<file path="src/rtl/mod_stim_gen.sv">
// mod_stim_gen: modulation stimulus generator for the DDS/DAC path.
// Drives amplitude, frequency and phase control words for CW/AM/FM/ASK/FSK/PSK.
// Digital types are keyed by a PRBS7 stream (x^7+x^6+1, seed 7F); analog
// types follow an 8-bit triangle that steps once per symbol.
// Optional build macro MOD_STIM_TRIG_OUT_EN enables meas_trigger/judge_trigger;
// without it both outputs are tied low and the symbol counter is not built.
//
// state | meaning
// IDLE  | outputs at reset values, waiting for a valid start
// RUN   | generating the latched type, one modulation step per SYM_DIV clocks
module mod_stim_gen #(
  parameter int                AMP_W      = 14,
  parameter int                FREQ_W     = 32,
  parameter int                PHASE_W    = 12,
  parameter int                SYM_DIV    = 1000,
  parameter logic [FREQ_W-1:0] CARRIER_FW = 32'h0147_AE14,
  parameter logic [FREQ_W-1:0] FSK_DEV    = 32'h0010_0000,
  parameter int                FM_SHIFT   = 12,
  parameter int                AM_SHIFT   = 4,
  parameter int                JUDGE_SYMS = 64
) (
  input  logic               clk,
  input  logic               rst_n,
  input  logic               start,
  input  logic               stop,
  input  logic [2:0]         type_in,
  output logic [AMP_W-1:0]   amp_word,
  output logic [FREQ_W-1:0]  freq_word,
  output logic [PHASE_W-1:0] phase_word,
  output logic               data_bit,
  output logic               sym_strobe,
  output logic               busy,
  output logic [2:0]         type_out,
  output logic               type_err,
  output logic               meas_trigger,
  output logic               judge_trigger
);

  localparam logic [2:0] T_CW  = 3'b000;
  localparam logic [2:0] T_AM  = 3'b001;
  localparam logic [2:0] T_FM  = 3'b010;
  localparam logic [2:0] T_NA  = 3'b100;
  localparam logic [2:0] T_ASK = 3'b101;
  localparam logic [2:0] T_FSK = 3'b110;
  localparam logic [2:0] T_PSK = 3'b111;

  localparam int                 TICK_W     = $clog2(SYM_DIV);
  localparam logic [TICK_W-1:0]  TICK_LAST  = TICK_W'(SYM_DIV - 1);
  localparam logic signed [31:0] AMP_MID    = 32'sd1 <<< (AMP_W - 1);
  localparam logic signed [31:0] AMP_MAX    = (32'sd1 <<< AMP_W) - 32'sd1;
  localparam logic [PHASE_W-1:0] PHASE_HALF = {1'b1, {(PHASE_W-1){1'b0}}};
  localparam logic [6:0]         LFSR_SEED  = 7'h7F;

  typedef enum logic {S_IDLE, S_RUN} state_t;

  state_t            state;
  logic [TICK_W-1:0] tick;
  logic [7:0]        tri_q;
  logic              tri_down;
  logic [6:0]        lfsr;

  logic              type_ok;
  logic              go_idle;
  logic              sym_end;
  logic [6:0]        lfsr_adv;
  logic [7:0]        tri_nx;
  logic              down_nx;
  logic              data_nx;
  logic signed [8:0] tri_s;
  logic signed [31:0] am_s;
  logic [FREQ_W-1:0] fm_dev;
  logic [AMP_W-1:0]  amp_nx;
  logic [FREQ_W-1:0] freq_nx;
  logic [PHASE_W-1:0] phase_nx;

  // Decode of start/stop and the per-symbol advance of LFSR and triangle
  always_comb begin
    type_ok  = (type_in != T_NA) && (type_in != 3'b011);
    go_idle  = stop || (start && !type_ok);
    sym_end  = (state == S_RUN) && (tick == TICK_LAST);
    lfsr_adv = {lfsr[5:0], lfsr[6] ^ lfsr[5]};
    tri_nx   = tri_q;
    down_nx  = tri_down;
    data_nx  = data_bit;
    if (sym_end) begin
      data_nx = lfsr_adv[0];
      // Each end value is held for one extra step while the direction flips.
      if (!tri_down) begin
        if (tri_q == 8'hFF) down_nx = 1'b1;
        else                tri_nx  = tri_q + 8'd1;
      end else begin
        if (tri_q == 8'h00) down_nx = 1'b0;
        else                tri_nx  = tri_q - 8'd1;
      end
    end
  end

  // Control words from the triangle/data values that will be current next
  // cycle, so the words change together with sym_strobe
  always_comb begin
    amp_nx   = '1;
    freq_nx  = CARRIER_FW;
    phase_nx = '0;
    tri_s    = $signed({1'b0, tri_nx}) - 9'sd128;
    am_s     = AMP_MID + (32'(tri_s) <<< AM_SHIFT);
    fm_dev   = FREQ_W'(tri_s) << FM_SHIFT;
    case (type_out)
      T_AM: begin
        if (am_s < 0)            amp_nx = '0;
        else if (am_s > AMP_MAX) amp_nx = '1;
        else                     amp_nx = am_s[AMP_W-1:0];
      end
      T_FM:  freq_nx  = CARRIER_FW + fm_dev;
      T_ASK: amp_nx   = data_nx ? '1 : '0;
      T_FSK: freq_nx  = data_nx ? (CARRIER_FW + FSK_DEV) : (CARRIER_FW - FSK_DEV);
      T_PSK: phase_nx = data_nx ? PHASE_HALF : '0;
      default: ;
    endcase
  end

  // Main FSM with registered outputs; stop beats start, LFSR survives stop
  always_ff @(posedge clk or negedge rst_n) begin
    if (!rst_n) begin
      state      <= S_IDLE;
      tick       <= '0;
      tri_q      <= '0;
      tri_down   <= 1'b0;
      lfsr       <= LFSR_SEED;
      amp_word   <= '0;
      freq_word  <= '0;
      phase_word <= '0;
      data_bit   <= 1'b0;
      sym_strobe <= 1'b0;
      busy       <= 1'b0;
      type_out   <= T_NA;
      type_err   <= 1'b0;
    end else begin
      sym_strobe <= 1'b0;
      type_err   <= 1'b0;
      if (go_idle) begin
        state      <= S_IDLE;
        tick       <= '0;
        tri_q      <= '0;
        tri_down   <= 1'b0;
        amp_word   <= '0;
        freq_word  <= '0;
        phase_word <= '0;
        data_bit   <= 1'b0;
        busy       <= 1'b0;
        type_out   <= T_NA;
        type_err   <= !stop;
      end else if (start) begin
        state    <= S_RUN;
        busy     <= 1'b1;
        type_out <= type_in;
        lfsr     <= LFSR_SEED;
        tick     <= '0;
        tri_q    <= '0;
        tri_down <= 1'b0;
        data_bit <= 1'b0;
      end else if (state == S_RUN) begin
        tick       <= sym_end ? '0 : tick + TICK_W'(1);
        tri_q      <= tri_nx;
        tri_down   <= down_nx;
        data_bit   <= data_nx;
        amp_word   <= amp_nx;
        freq_word  <= freq_nx;
        phase_word <= phase_nx;
        if (sym_end) begin
          sym_strobe <= 1'b1;
          lfsr       <= lfsr_adv;
        end
      end
    end
  end

`ifdef MOD_STIM_TRIG_OUT_EN
  localparam int SCNT_W = $clog2(JUDGE_SYMS + 1);

  logic [SCNT_W-1:0] sym_cnt;

  // Discriminator triggers: measure on every RUN entry, judge once per run
  always_ff @(posedge clk or negedge rst_n) begin
    if (!rst_n) begin
      sym_cnt       <= '0;
      meas_trigger  <= 1'b0;
      judge_trigger <= 1'b0;
    end else begin
      meas_trigger  <= 1'b0;
      judge_trigger <= 1'b0;
      if (go_idle) begin
        sym_cnt <= '0;
      end else if (start) begin
        sym_cnt      <= '0;
        meas_trigger <= 1'b1;
      end else if (sym_end && (sym_cnt < SCNT_W'(JUDGE_SYMS))) begin
        sym_cnt <= sym_cnt + SCNT_W'(1);
        if (sym_cnt == SCNT_W'(JUDGE_SYMS - 1)) judge_trigger <= 1'b1;
      end
    end
  end
`else
  assign meas_trigger  = 1'b0;
  assign judge_trigger = 1'b0;
`endif

endmodule

</file>
<file path="config.mk">
export PLATFORM = sky130hd
export DESIGN_NAME = mod_stim_gen
export DESIGN_NICKNAME = d
export VERILOG_FILES = /design/src/rtl/mod_stim_gen.sv
export SDC_FILE = /design/constraint.sdc
export NUM_CORES = 1
export LEC_CHECK = 0
export ABC_AREA = 1
export BUFFER_PORTS_ARGS = -buffer_cell sky130_fd_sc_hd__buf_2
export CORE_MARGIN = 8
export CORE_UTILIZATION = 35
export DETAILED_ROUTE_END_ITERATION = 8
export PLACE_DENSITY = 0.53
export SLEW_MARGIN = 20
export SYNTH_ARGS = -nofsm -noshare
export SYNTH_HDL_FRONTEND = slang
export SYNTH_SLANG_ARGS = --single-unit
</file>
<file path="constraint.sdc">
create_clock -name clk -period 4.28 [get_ports clk]
set_input_delay 0.856 -clock clk [delete_from_list [all_inputs] [get_ports clk]]
set_output_delay 0.856 -clock clk [all_outputs]
set_load 0.005 [all_outputs]
</file>
* Word level (Yosys, flattened, before mapping)
Index checks and enable logic that the tools add are counted.
Word-level totals: flip-flop bits (word level) 91, bits of input ports 7, word-level logic and storage cells 99
Cells by class: $add $sub $neg 6, $lt $le $gt $ge 2, equal/unequal tests 10, mux-type cells 51, bitwise logic cells 2, reductions and logical operators 16
Operators by type and width (number):
- two-way mux 32 bit | 3
- two-way mux 14 bit | 6
- case mux 32 bit (2 select lines) | 1
- two-way mux 12 bit | 5
- two-way mux 8 bit | 7
- two-way mux 10 bit | 4
- case mux 14 bit (2 select lines) | 1
- adder 26 x 21 -> 27 bit, first input constant | 1
- two-way mux 23 bit | 1
- two-way mux 7 bit | 3
- two-way mux 1 bit | 18
- adder 15 x 13 -> 16 bit, first input constant | 1
- > comparator 16 x 15 -> 1 bit, second input constant | 1
- < comparator 16 x 1 -> 1 bit, second input constant | 1
- adder 10 x 1 -> 10 bit, second input constant | 1
- equality test 10 bit, second input constant | 1
- equality test 3 bit, second input constant | 3
- subtractor 8 x 8 -> 9 bit, second input constant | 1
- adder 8 x 1 -> 8 bit, second input constant | 1
- equality test 8 bit, second input constant | 1
- zero test 8 bit | 1
- nonzero test 2 bit | 4
- subtractor 8 x 1 -> 8 bit, second input constant | 1
- two-way mux 3 bit | 2
- 13 further kinds | 18

* Longest topological paths before layout
Gate-level depths: netlist of the first run.
word-level depth 13, depth in mapped cells 17, depth with buffers taken out 17

* Worst setup path before layout of the first run
No wires, ideal clock.
path kind register to register, start register tri_q[0], end register freq_word[19], arrival 1872 ps, slack 2291 ps, cell stages (with the launch flop) 17, path buffers 0, clock period less this slack 1989 ps, cells stage by stage dfrtp_1 inv_1 ha_1 nand2_1 nor2_1 nand2_1 nand2_1 nand2_1 nand3_1 nand2_2 ha_1 inv_1 nand2_2 nor2_4 nand3_1 nand3_1 nand2_1
On the way: longest elaborated chain between the ends 10, elaborated cells on any way between the ends 14
RTL lines:
- from (decl) | RTL line 58 | logic [7:0] tri_q;
- from (signal assigned) | RTL line 163 | tri_q <= tri_nx;
- adder 8 x 1 -> 8 bit (tied with other cells) | RTL line 90 | else tri_nx = tri_q + 8'd1;
- two-way mux 8 bit, on equally long branches | RTL line 89, 92
- two-way mux 8 bit | RTL line 88 | if (!tri_down) begin
- two-way mux 8 bit * | RTL line 85 | if (sym_end) begin
- subtractor 8 x 8 -> 9 bit * | RTL line 104 | tri_s = $signed({1'b0, tri_nx}) - 9'sd128;
- adder 26 x 21 -> 27 bit * | RTL line 113 | T_FM: freq_nx = CARRIER_FW + fm_dev;
- case mux 32 bit (2 select lines) * | RTL line 107 | case (type_out)
- two-way mux 32 bit * | RTL line 161 | end else if (state == S_RUN) begin
- two-way mux 32 bit * | RTL line 152 | end else if (start) begin
- two-way mux 32 bit * | RTL line 140 | if (go_idle) begin
- to (signal assigned) | RTL line 167 | freq_word <= freq_nx;
- to (decl) | RTL line 28 | output logic [FREQ_W-1:0] freq_word,
Mark *: on every way between the ends. The rest lies on a longest branch, timed or not. The select of a mux whose other input is x is not followed. A chain may end at the register's enable or synchronous reset.

* Worst setup path after layout of the first run
start register tri_q[0], end register freq_word[17]
Same word-level chain as after synthesis.

==> summary.md, run 1 <==
| Metric | Value |
|---|---|
| Status | complete, no violations |
| Cell area after synthesis | between 0.003 and 0.004 mm^2 |
| R2r setup slk | 1.89 ns |
| Setup ws final | 1.885 ns |
| Asr flop ratio synth | 100.0% |
| Clk sinks | 56 |
| Endpoint, Worst Hold | freq_word[18] |
| Worst hold path startpoint | freq_word[18] |
| TritonCTS Buffers | 5 |
| CTS H-tree lvls | 2 |
| Area grow syn2layout | 7.952% |
| Worst-path clk slew | 0.10 ns |
| Most common cell in the synthesized netlist | nand2_1 |
| # hold bufs at CTS | 0 |
| Slew Viols, Final | 0 |
| Top-level I/O count | 74 |
| Layout cells sized above 1 | about a quarter |
| Die Wd | 115.2 um |
| Final setup vio count | 0 |
| IO buf count | 45 |
| Max-cap violation count | 0 |
| Area of the multi-input gates | 0.001617 mm^2 |
| Syn avg cell area | 7.831 um^2 |
| Wire per inst | around 14 um |
| Post-Synthesis Cells | 440 |
| Slowest cell delay on critical path | 0.45 ns |
| Die Ht | 115.2 um |
| CTS root buffer | clkbuf_8 |
| Synth cell count leaders | 107 x nand2_1, 48 x dfrtp_1, 39 x buf_4, 37 x nand3_1, 31 x inv_1 |
| # DRC | 0 |
| First-pass GRT wire length | 13920 um |
| Drt first-iter violations | 121 |
| Worst Setup Path Type | reg2reg |
| Fillers | 1019 |
| Share of the yosys chip area belonging to registers | around two fifths |
| CTS tree | built |
| Vias | around 2.9k |
| CP max FO | 6 |
| RD Place Congestion | 0.8674 |
| Worst r2r path cells | 16 |
| RSZ-0062 raised after global routing | false |
| Largest net degree at the start of global routing | 44 |
| Final number of hold-violating endpoints | 0 |
| Post-DP HPWL | 6487 um |
| Setup TNS | 0 ns |
| Post-place setup slack | 1.819 ns |
| Post-synth EDFFs | 0 |
| Worst vdd ir | approximately 0.18 mV |
| Worst-Skew Late Latency | 0.31 ns |
| Cell variety after synth | 36 |
| Post-synth top area share | 34.86% |
| FF+latch area | 0.001411 mm^2 |
| CTS max path bufs | 2 |
| Vias in the first global route | 2911 |
| Final period util | 55.95% |
| Main synth FF type | dfrtp_1 |
| Pre-Repair DR Iteration Count | 6 |
| Largest area contributor in the netlist | dfrtp_1 |
| Worst setup EP type | register |
| Min-Delay Path Depth | 2 |
| Total power | 962.7 uW |
| Worst Tran Pin Value | 0.9358 ns |
| Initial antenna violation count | 0 |
| Pwr/cell area | 258.8 mW/mm^2 |
| Total track usage | approximately 13% |
| Arr. time, crit path | 2.60 ns |
| Nets | just under 500 |
| Core Region | between 0.009 and 0.01 mm^2 |
| Worst hold path class | reg2reg |
| Crit start category | register |
| ANT cells | 0 |
| CP max-delay cell | dfrtp_1 |
| FF-to-FF End | freq_word[17] |
| Post-CTS Setup Bufs | 0 |
| Startpoint of the worst register-to-register path | tri_q[0] |
| Die area | 0.01328 mm^2 |
| Synth Register Bits | 56 |
| FMAX | about 0.42 GHz |
| Detail Route Antenna Nets | 0 |
| Initial Utilization | 35.58% |
| Worst path most repeated cell | nand2_1 |
| Via density | 4.720 |
| Req. time, crit path | 4.48 ns |
| Leakage Power | 1.849 nW |
| # resized after CTS | 0 |
| Synth area leaders | dfrtp_1 35%, nand2_1 12%, buf_4 8.5% |
| Clk_skew | 0.01001 ns |
| Drt total wl | 8384 um |
| Relative slew slack | a little under two fifths |
| Synthesis Warnings | 0 |
| Rows | 36 |
| Critical Path, Cell by Cell | inv_1 -> ha_1 -> nand2_1 -> nor2_1 -> nand3_1 -> nand3_1 -> nand2_1 -> nand2_2 -> ha_1 -> inv_1 -> nand2_2 -> nor2_4 -> nor2_1 -> o21ai_1 -> nand2_1 -> nand2_1 |
| Global route overflow | 0 |
| Final min period | between 2 and 2.5 ns |
## kinds of logic (layout without fill, tap and decap cells)
logic type	after synthesis	in the layout	synth area share, %
and+or+nand+nor	221	221	29.48
buffers and inverters	96	104	15.07
DFF	56	56	40.96
AOI/OAI and AO/OA	55	55	11.04
xor gates and xnor gates	6	6	1.525
adders and majority gates	5	5	1.816
other	1	28	0.1088
## sequential cells by signal, summed over array words and instances, names as in the netlist
name and cells:
freq_word 12, amp_word 10, tick 10, tri_q 8, lfsr 7, type_out 3
data_bit 1, phase_word 1, state 1, sym_strobe 1, tri_down 1, type_err 1
## per-layer routing
metal | vias to the layer above | wire [um] | GRT usage [%]
li1 | 1437 | - | -
met1 | 1344 | 3983 | 16.98
met2 | 80 | 3857 | 21.20
met3 | 9 | 424 | 2.206
met4 | 0 | 119 | 4.028
met5 | - | 0 | 0
## where the power goes
part           switching, mW  internal [mW]  leakage (nW)
Clock                  0.177          0.131        0.0434
Combinational         0.0605         0.0306          1.06
Sequential            0.0154          0.547         0.745
Total                  0.253          0.709          1.85
## critical path, delay by kind of cell (launching register included)
kind                     cells  cell delay, ns
AND/OR/NAND/NOR             11            1.09
AO/OA/AOI/OAI                1            0.07
buffers and inverters        2            0.26
flip-flops                   1            0.45
adder cells (fa/ha/maj)      2            0.41
## area by class of cell
class                           instances  area share (%)
Clock inverter                          2          0.4036
Inverter                               48           4.844
Timing Repair Buffer                   48           6.660
Clock buffer                            6           2.220
Tap cell                              133           4.474
Multi-Input combinational cell        315           43.46
Sequential cell                        56           37.94
## layout by cell type (no fill, tap or decap), types with 2 or more instances in the layout
cell type	instances
nand2_1	107
dfrtp_1	48
buf_2	45
nand3_1	37
inv_1	31
nor2_1	30
conb_1	28
inv_2	17
nand2_2	13
a21oi_1	13
nor3_1	12
o21ai_0	8
o211ai_1	8
dfstp_2	8
nor2_2	7
o21ai_1	7
nand4_1	6
o32a_1	6
clkbuf_8	6
nor2_4	5
ha_1	5
xor2_1	4
nand3_2	3
o22ai_1	3
buf_4	3
xnor2_1	2
o21ai_2	2
a22o_1	2
clkinvlp_4	2
## worst max path at each step
stage                          to  startpoint  slack [ns]
finish              freq_word[17]    tri_q[0]        1.89
global route        freq_word[17]    tri_q[0]        1.58
floorplan           freq_word[19]    tri_q[0]        2.29
CTS                 freq_word[21]     tick[0]        1.86
detailed placement        tick[8]       start        1.82
global placement          tick[9]       start        1.89
## through the flow
stage / hold WS (ns) / instance area [um^2] / cells / util (%)
finish: 0.4883 / 3720 / 608 / 38.41
global route: 0.5223 / 3720 / 608 / 38.41
CTS: 0.4940 / 3720 / 608 / 38.41
detailed placement: 0.4674 / 3622 / 600 / 37.40
global placement: 0.4618 / 3622 / 600 / 37.40
floorplan: 0.4689 / 3547 / 467 / -
No activity file was read; power rests on OpenSTA's default activity.
==> run 2: changes to the inputs <==
- clock period: 4.28 -> 2.4 ns (I/O delays scaled with it)
==> summary.md, run 2 (same netlist as run 1, synthesis figures left out) <==
| Metric | Value |
|---|---|
| Status | complete, no violations |
| TritonCTS Buffers | 5 (unchanged) |
| CTS tree | built |
| # DRC | 0 (unchanged) |
| Drt total wl | 8151 um (-2.8%) |
| Final Cell Area | 0.003827 mm^2 (+2.9%) |
| Max-cap violation count | 0 (unchanged) |
| Clk_skew | 0.01202 ns (+0.002013 ns) |
| Pre-Repair DR Iteration Count | 4 (-2) |
| Top Registers | freq_word: 12 flops, amp_word: 10 flops, tick: 10 flops |
| Final setup vio count | 0 (unchanged) |
| Wire per inst | 13.17 um (-4.5%) |
| Commonest non-fill, non-tap cells in the layout | 107 x nand2_1, 45 x dfrtp_1, 45 x buf_2 |
| Slew Viols, Final | 0 (unchanged) |
| Final number of hold-violating endpoints | 0 (unchanged) |
| Final period util | 88.96% (+33 points) |
| Die area | 0.01328 mm^2 (unchanged) |
| Initial antenna violation count | 0 (unchanged) |
| M1 WL | 3760 um (-5.6%) |
| FMAX | 0.4684 GHz (+12%) |
| Slowest cell delay on critical path | 0.40 ns (-0.05 ns) |
| Die Wd | 115.2 um (unchanged) |
| Worst-path clk slew | 0.10 ns (about the same) |
| Pwr/cell area | 467.6 mW/mm^2 (+81%) |
| Top-level I/O count | 74 (unchanged) |
| CP max-delay cell | dfrtp_1 |
| Worst Setup Path Type | reg2reg |
| RSZ-0062 raised after global routing | false |
| Leakage Power | 1.906 nW (+3.0%) |
| RD Place Congestion | 0.8727 (+0.61%) |
| DR WL met3 | 546 um (+29%) |
| Vias | 2938 (+2.4%) |
| Commonest non-fill, non-tap cell in the layout | nand2_1 |
| CTS root buffer | clkbuf_8 |
| Arr. time, crit path | 2.40 ns (-0.20 ns) |
| Setup TNS | 0 ns (unchanged) |
| Placed insts | 610 (+1.7%) |
| Worst vdd ir | 0.2777 mV (+55%) |
| CTS H-tree lvls | 2 (unchanged) |
| Reg with most FFs | freq_word |
| Area grow syn2layout | 11.07% |
| Worst hold path class | in2async |
| Detail Route Antenna Nets | 0 (unchanged) |
| Layout cells sized above 1 | 26.34% (+2.3 points) |
| Rows | 36 (unchanged) |
| First-pass GRT wire length | 13630 um (-2.0%) |
| Crit path buf inv count | 2 (unchanged) |
| DR top layer | met4 |
| FF-to-FF End | freq_word[17] |
| Drt first-iter violations | 126 (+4.1%) |
| Cell family with most CP delay | simple AND/OR/NAND/NOR gates |
| Global route overflow | 0 (unchanged) |
| Clk sinks | 56 (unchanged) |
| # hold bufs at CTS | 0 (unchanged) |
| Worst path most repeated cell | nand2_1 |
| Final hold slack | 0.1146 ns (-0.3737 ns) |
| Final Util | 39.52% (+1.1 points) |
| Final cell count without fillers | 619 (+1.8%) |
| Worst-Skew Late Latency | 0.31 ns (about the same) |
| Crit start category | register |
| Largest net degree at the start of global routing | 23 (-48%) |
| Core Region | 0.009684 mm^2 (unchanged) |
| Worst path depth | 16 (unchanged) |
| Startpoint of the worst register-to-register path | tick[0] |
| Total track usage | 12.65% (-0.30 points) |
| DP Area | 0.003697 mm^2 (+2.1%) |
| Via density | 4.746 (+0.55%) |
| CP max FO | 5 (-1) |
| Vias in the first global route | 2865 (-1.6%) |
| Die Ht | 115.2 um (unchanged) |
| Post-DP HPWL | 6356 um (-2.0%) |
| Critical Path, Cell by Cell | ha_2 -> nand2_1 -> nor2_4 -> inv_2 -> nor2_4 -> nand3_1 -> nand2_1 -> nand2_2 -> ha_1 -> inv_1 -> nand2_2 -> nor2_4 -> nor2_1 -> o21ai_1 -> nand2_1 -> nand2_1 |
| Max reg flops | 12 (unchanged) |
| Worst setup EP type | register |
| Req. time, crit path | 2.66 ns (-1.82 ns) |
| Routed length on met2 | 3697 um (-4.1%) |
| IO buf count | 45 (unchanged) |
| Initial Utilization | 35.58% (unchanged) |
| CTS max path bufs | 2 (unchanged) |
| Final min period | 2.135 ns (-0.2595 ns) |
| ANT cells | 0 (unchanged) |
| Worst r2r path cells | 16 (unchanged) |
| Nets | 497 (+2.3%) |
| R2r setup slk | 0.27 ns (-1.62 ns) |
run 2: cell count changes in the layout (fill, tap and decap cells not counted), sizes merged:
| cell | change |
|---|---|
| clkbuf | +1 |
| buf | +11 |
| bufinv | +1 |
| clkinvlp | -2 |
run 2: worst max-delay path by stage:
stage / startpoint / end / slack (ns)
finish: tick[0] / freq_word[17] / 0.27
global route: tri_q[1] / freq_word[21] / 0.01
CTS: tri_q[0] / freq_word[17] / 0.16
detailed placement: tri_q[0] / freq_word[17] / 0.18
global placement: tri_q[0] / freq_word[17] / 0.21
floorplan: tri_q[0] / freq_word[19] / 0.41
run 2: routing by layer:
metal  GRT usage (%)  up-vias
li1                -     1456
met1           16.61     1377
met2           20.23       95
met3           2.574       10
met4           4.291        0
met5               0        -
run 2: repair_timing:
action,4_1_cts,5_1_grt
gates resized for setup,0,7
buffers inserted,0,1
setup endpoints to repair,0,4
run 2: layout make-up:
class	count	area, um^2
Clock buffer	7	76.32
Clock inverter	1	30.03
Fill cell	1017	5857
Inverter	48	182.7
Multi-Input combinational cell	315	1627
Sequential cell	56	1415
Tap cell	133	166.4
Timing Repair Buffer	59	330.3
run 2: worst reg2reg max path: stages (launching register included):
cell and delay [ns]:
dfrtp_1 0.40, ha_2 0.24, nand2_1 0.10, nor2_4 0.13, inv_2 0.05, nor2_4 0.12
nand3_1 0.11, nand2_1 0.09, nand2_2 0.09, ha_1 0.20, inv_1 0.06, nand2_2 0.08
nor2_4 0.15, nor2_1 0.05, o21ai_1 0.09, nand2_1 0.07, nand2_1 0.06
run 2: power by group:
group	internal, mW	switching (mW)	total [mW]
logic	0.0622	0.109	0.171
registers	0.976	0.0266	1.00
clock network	0.313	0.303	0.616
total	1.35	0.439	1.79
run 2: metrics by stage:
stage / power [mW] / setup WS, ns
after global placement: 1.193 / 0.2081
after global routing: 1.874 / 0.01192
after floorplan: 1.147 / 0.4108
after detailed placement: 1.195 / 0.1750
after CTS: 1.820 / 0.1644
final: 1.790 / 0.2650
==> run 3: changes to the inputs <==
- RECOVER_POWER: unset -> 50
==> summary.md, run 3 (same netlist as run 1, synthesis figures left out) <==
| Metric | Value |
|---|---|
| Total track usage | 12.65% (unchanged) |
| RSZ-0062 raised after global routing | false |
| Worst-path clk slew | 0.10 ns (about the same) |
| R2r setup slk | 0.25 ns (-0.02 ns) |
| Max-cap violation count | 0 (unchanged) |
| Top-level I/O count | 74 (unchanged) |
| DP Area | 0.003697 mm^2 (unchanged) |
| Worst setup EP type | register |
| Clk sinks | 56 (unchanged) |
| Final Util | 39.33% (-0.19 points) |
| Worst Setup Path Type | reg2reg |
| CTS root buffer | clkbuf_8 |
| Core Region | 0.009684 mm^2 (unchanged) |
| Drt total wl | 8148 um (about the same) |
| Final cell count without fillers | 619 (unchanged) |
| Detail Route Antenna Nets | 0 (unchanged) |
| Initial Utilization | 35.58% (unchanged) |
| Post-DP HPWL | 6356 um (unchanged) |
| Arr. time, crit path | 2.41 ns (about the same) |
| Crit start category | register |
| Nets | 497 (unchanged) |
| # DRC | 0 (unchanged) |
| CTS H-tree lvls | 2 (unchanged) |
| Max reg flops | 12 (unchanged) |
| Min-Delay Path Depth | 2 |
| RD Place Congestion | 0.8727 (unchanged) |
| Die area | 0.01328 mm^2 (unchanged) |
| Reg with most FFs | freq_word |
| Commonest non-fill, non-tap cells in the layout | 107 x nand2_1, 45 x dfrtp_1, 37 x nand3_1 |
| Clk_skew | 0.01230 ns (+0.0002797 ns) |
| Worst-Skew Late Latency | 0.31 ns (about the same) |
| Pre-Repair DR Iteration Count | 4 (unchanged) |
| Via density | 4.703 (-0.92%) |
| Wire per inst | 13.16 um (about the same) |
| Worst Tran Pin Value | 1.093 ns |
| Largest net degree at the start of global routing | 23 (unchanged) |
| Die Wd | 115.2 um (unchanged) |
| First-pass GRT wire length | 13630 um (unchanged) |
| Worst vdd ir | 0.2763 mV (-0.53%) |
| Leakage Power | 1.861 nW (-2.4%) |
| Top Registers | freq_word: 12 flops, amp_word: 10 flops, tick: 10 flops |
| Total power | 1.788 mW (about the same) |
| Final number of hold-violating endpoints | 0 (unchanged) |
| Layout cells sized above 1 | 24.07% (-2.3 points) |
| Drt first-iter violations | 110 (-13%) |
| Status | complete, no violations |
| Placed insts | 610 (unchanged) |
| CTS max path bufs | 2 (unchanged) |
| Vias | 2911 (-0.92%) |
| Slew Viols, Final | 0 (unchanged) |
| IO buf count | 45 (unchanged) |
| Relative slew slack | 27.12% |
| Pwr/cell area | 469.5 mW/mm^2 (+0.41%) |
| Vias in the first global route | 2865 (unchanged) |
| Worst hold path class | in2reg |
| Worst r2r path cells | 15 (-1) |
| Final setup vio count | 0 (unchanged) |
| Setup TNS | 0 ns (unchanged) |
| Commonest non-fill, non-tap cell in the layout | nand2_1 |
| Final period util | 89.69% (+0.74 points) |
| ANT cells | 0 (unchanged) |
| TritonCTS Buffers | 5 (unchanged) |
| Final Cell Area | 0.003809 mm^2 (-0.49%) |
| Req. time, crit path | 2.66 ns (about the same) |
| Global route overflow | 0 (unchanged) |
| Final min period | 2.153 ns (+0.01770 ns) |
| Rows | 36 (unchanged) |
| Initial antenna violation count | 0 (unchanged) |
| CTS tree | built |
| Area grow syn2layout | 10.53% |
| FMAX | 0.4645 GHz (-0.82%) |
| CP max FO | 10 (+5) |
| Die Ht | 115.2 um (unchanged) |
| # hold bufs at CTS | 0 (unchanged) |
==> run 3: cell count changes in the layout (fill, tap and decap cells not counted) <==
cell / previous run / this run
clkbuf_2: 0 / 1
buf_4: 14 / 12
buf_2: 45 / 35
clkbuf_1: 2 / 13
==> run 3: final timing paths <==
| check | startpoint | end |
|---|---|---|
| min | stop | type_err |
| min reg2reg | freq_word[17] | freq_word[17] |
| max | tri_q[2] | freq_word[17] |
| min in group asynchronous | rst_n | sym_strobe |
| max reg2reg | tri_q[2] | freq_word[17] |
| max in group asynchronous | rst_n | tri_q[3] |
==> run 3: critical path, stage by stage (launching register included) <==
cell and delay (ns):
dfrtp_1 0.64, inv_2 0.10, nor2_4 0.16, nand2_2 0.10
nand2_2 0.11, nand2_2 0.06, nand3_2 0.07, nand2_2 0.09
ha_1 0.20, inv_1 0.06, nand2_2 0.08, nor2_4 0.15
nor2_1 0.05, o21ai_1 0.09, nand2_1 0.07, nand2_1 0.06
==> run 3: power by group <==
group          leakage, nW  total [mW]  internal, mW  switching [mW]
Clock               0.0524       0.617         0.313           0.304
Sequential           0.740        1.00         0.976          0.0270
Combinational         1.07       0.168        0.0592           0.109
==> run 3: metal layers <==
layer	part of all wire, %	up-vias	GRT usage [%]	wire (um)
met1	47	1368	16.61	3823
met5	0	-	0	0
met4	1.9	0	4.291	153
li1	-	1453	-	-
met2	45	80	20.23	3682
met3	6.0	10	2.574	488
==> run 3: repair_timing <==
action	in CTS	in global routing
gates resized for setup	0	7
endpoints found under the setup margin	0	4
buffers inserted	0	1
==> run 3: per-stage QoR <==
step | setup WS [ns] | hold slack [ns]
floorplan | 0.4108 | 0.1844
global placement | 0.2081 | 0.4594
detailed placement | 0.1750 | 0.4597
CTS | 0.1644 | 0.1239
global route | 0.01192 | 0.3428
finish | 0.2473 | 0.3421
==> run 3: final cells by class <==
type / count / area (um^2)
fill: 1021 / 5876
multi-input combinational: 315 / 1627
sequential: 56 / 1415
timing repair buffer: 59 / 311.5
inverter: 48 / 182.7
tap: 133 / 166.4
clock buffer: 7 / 76.32
clock inverter: 1 / 30.03
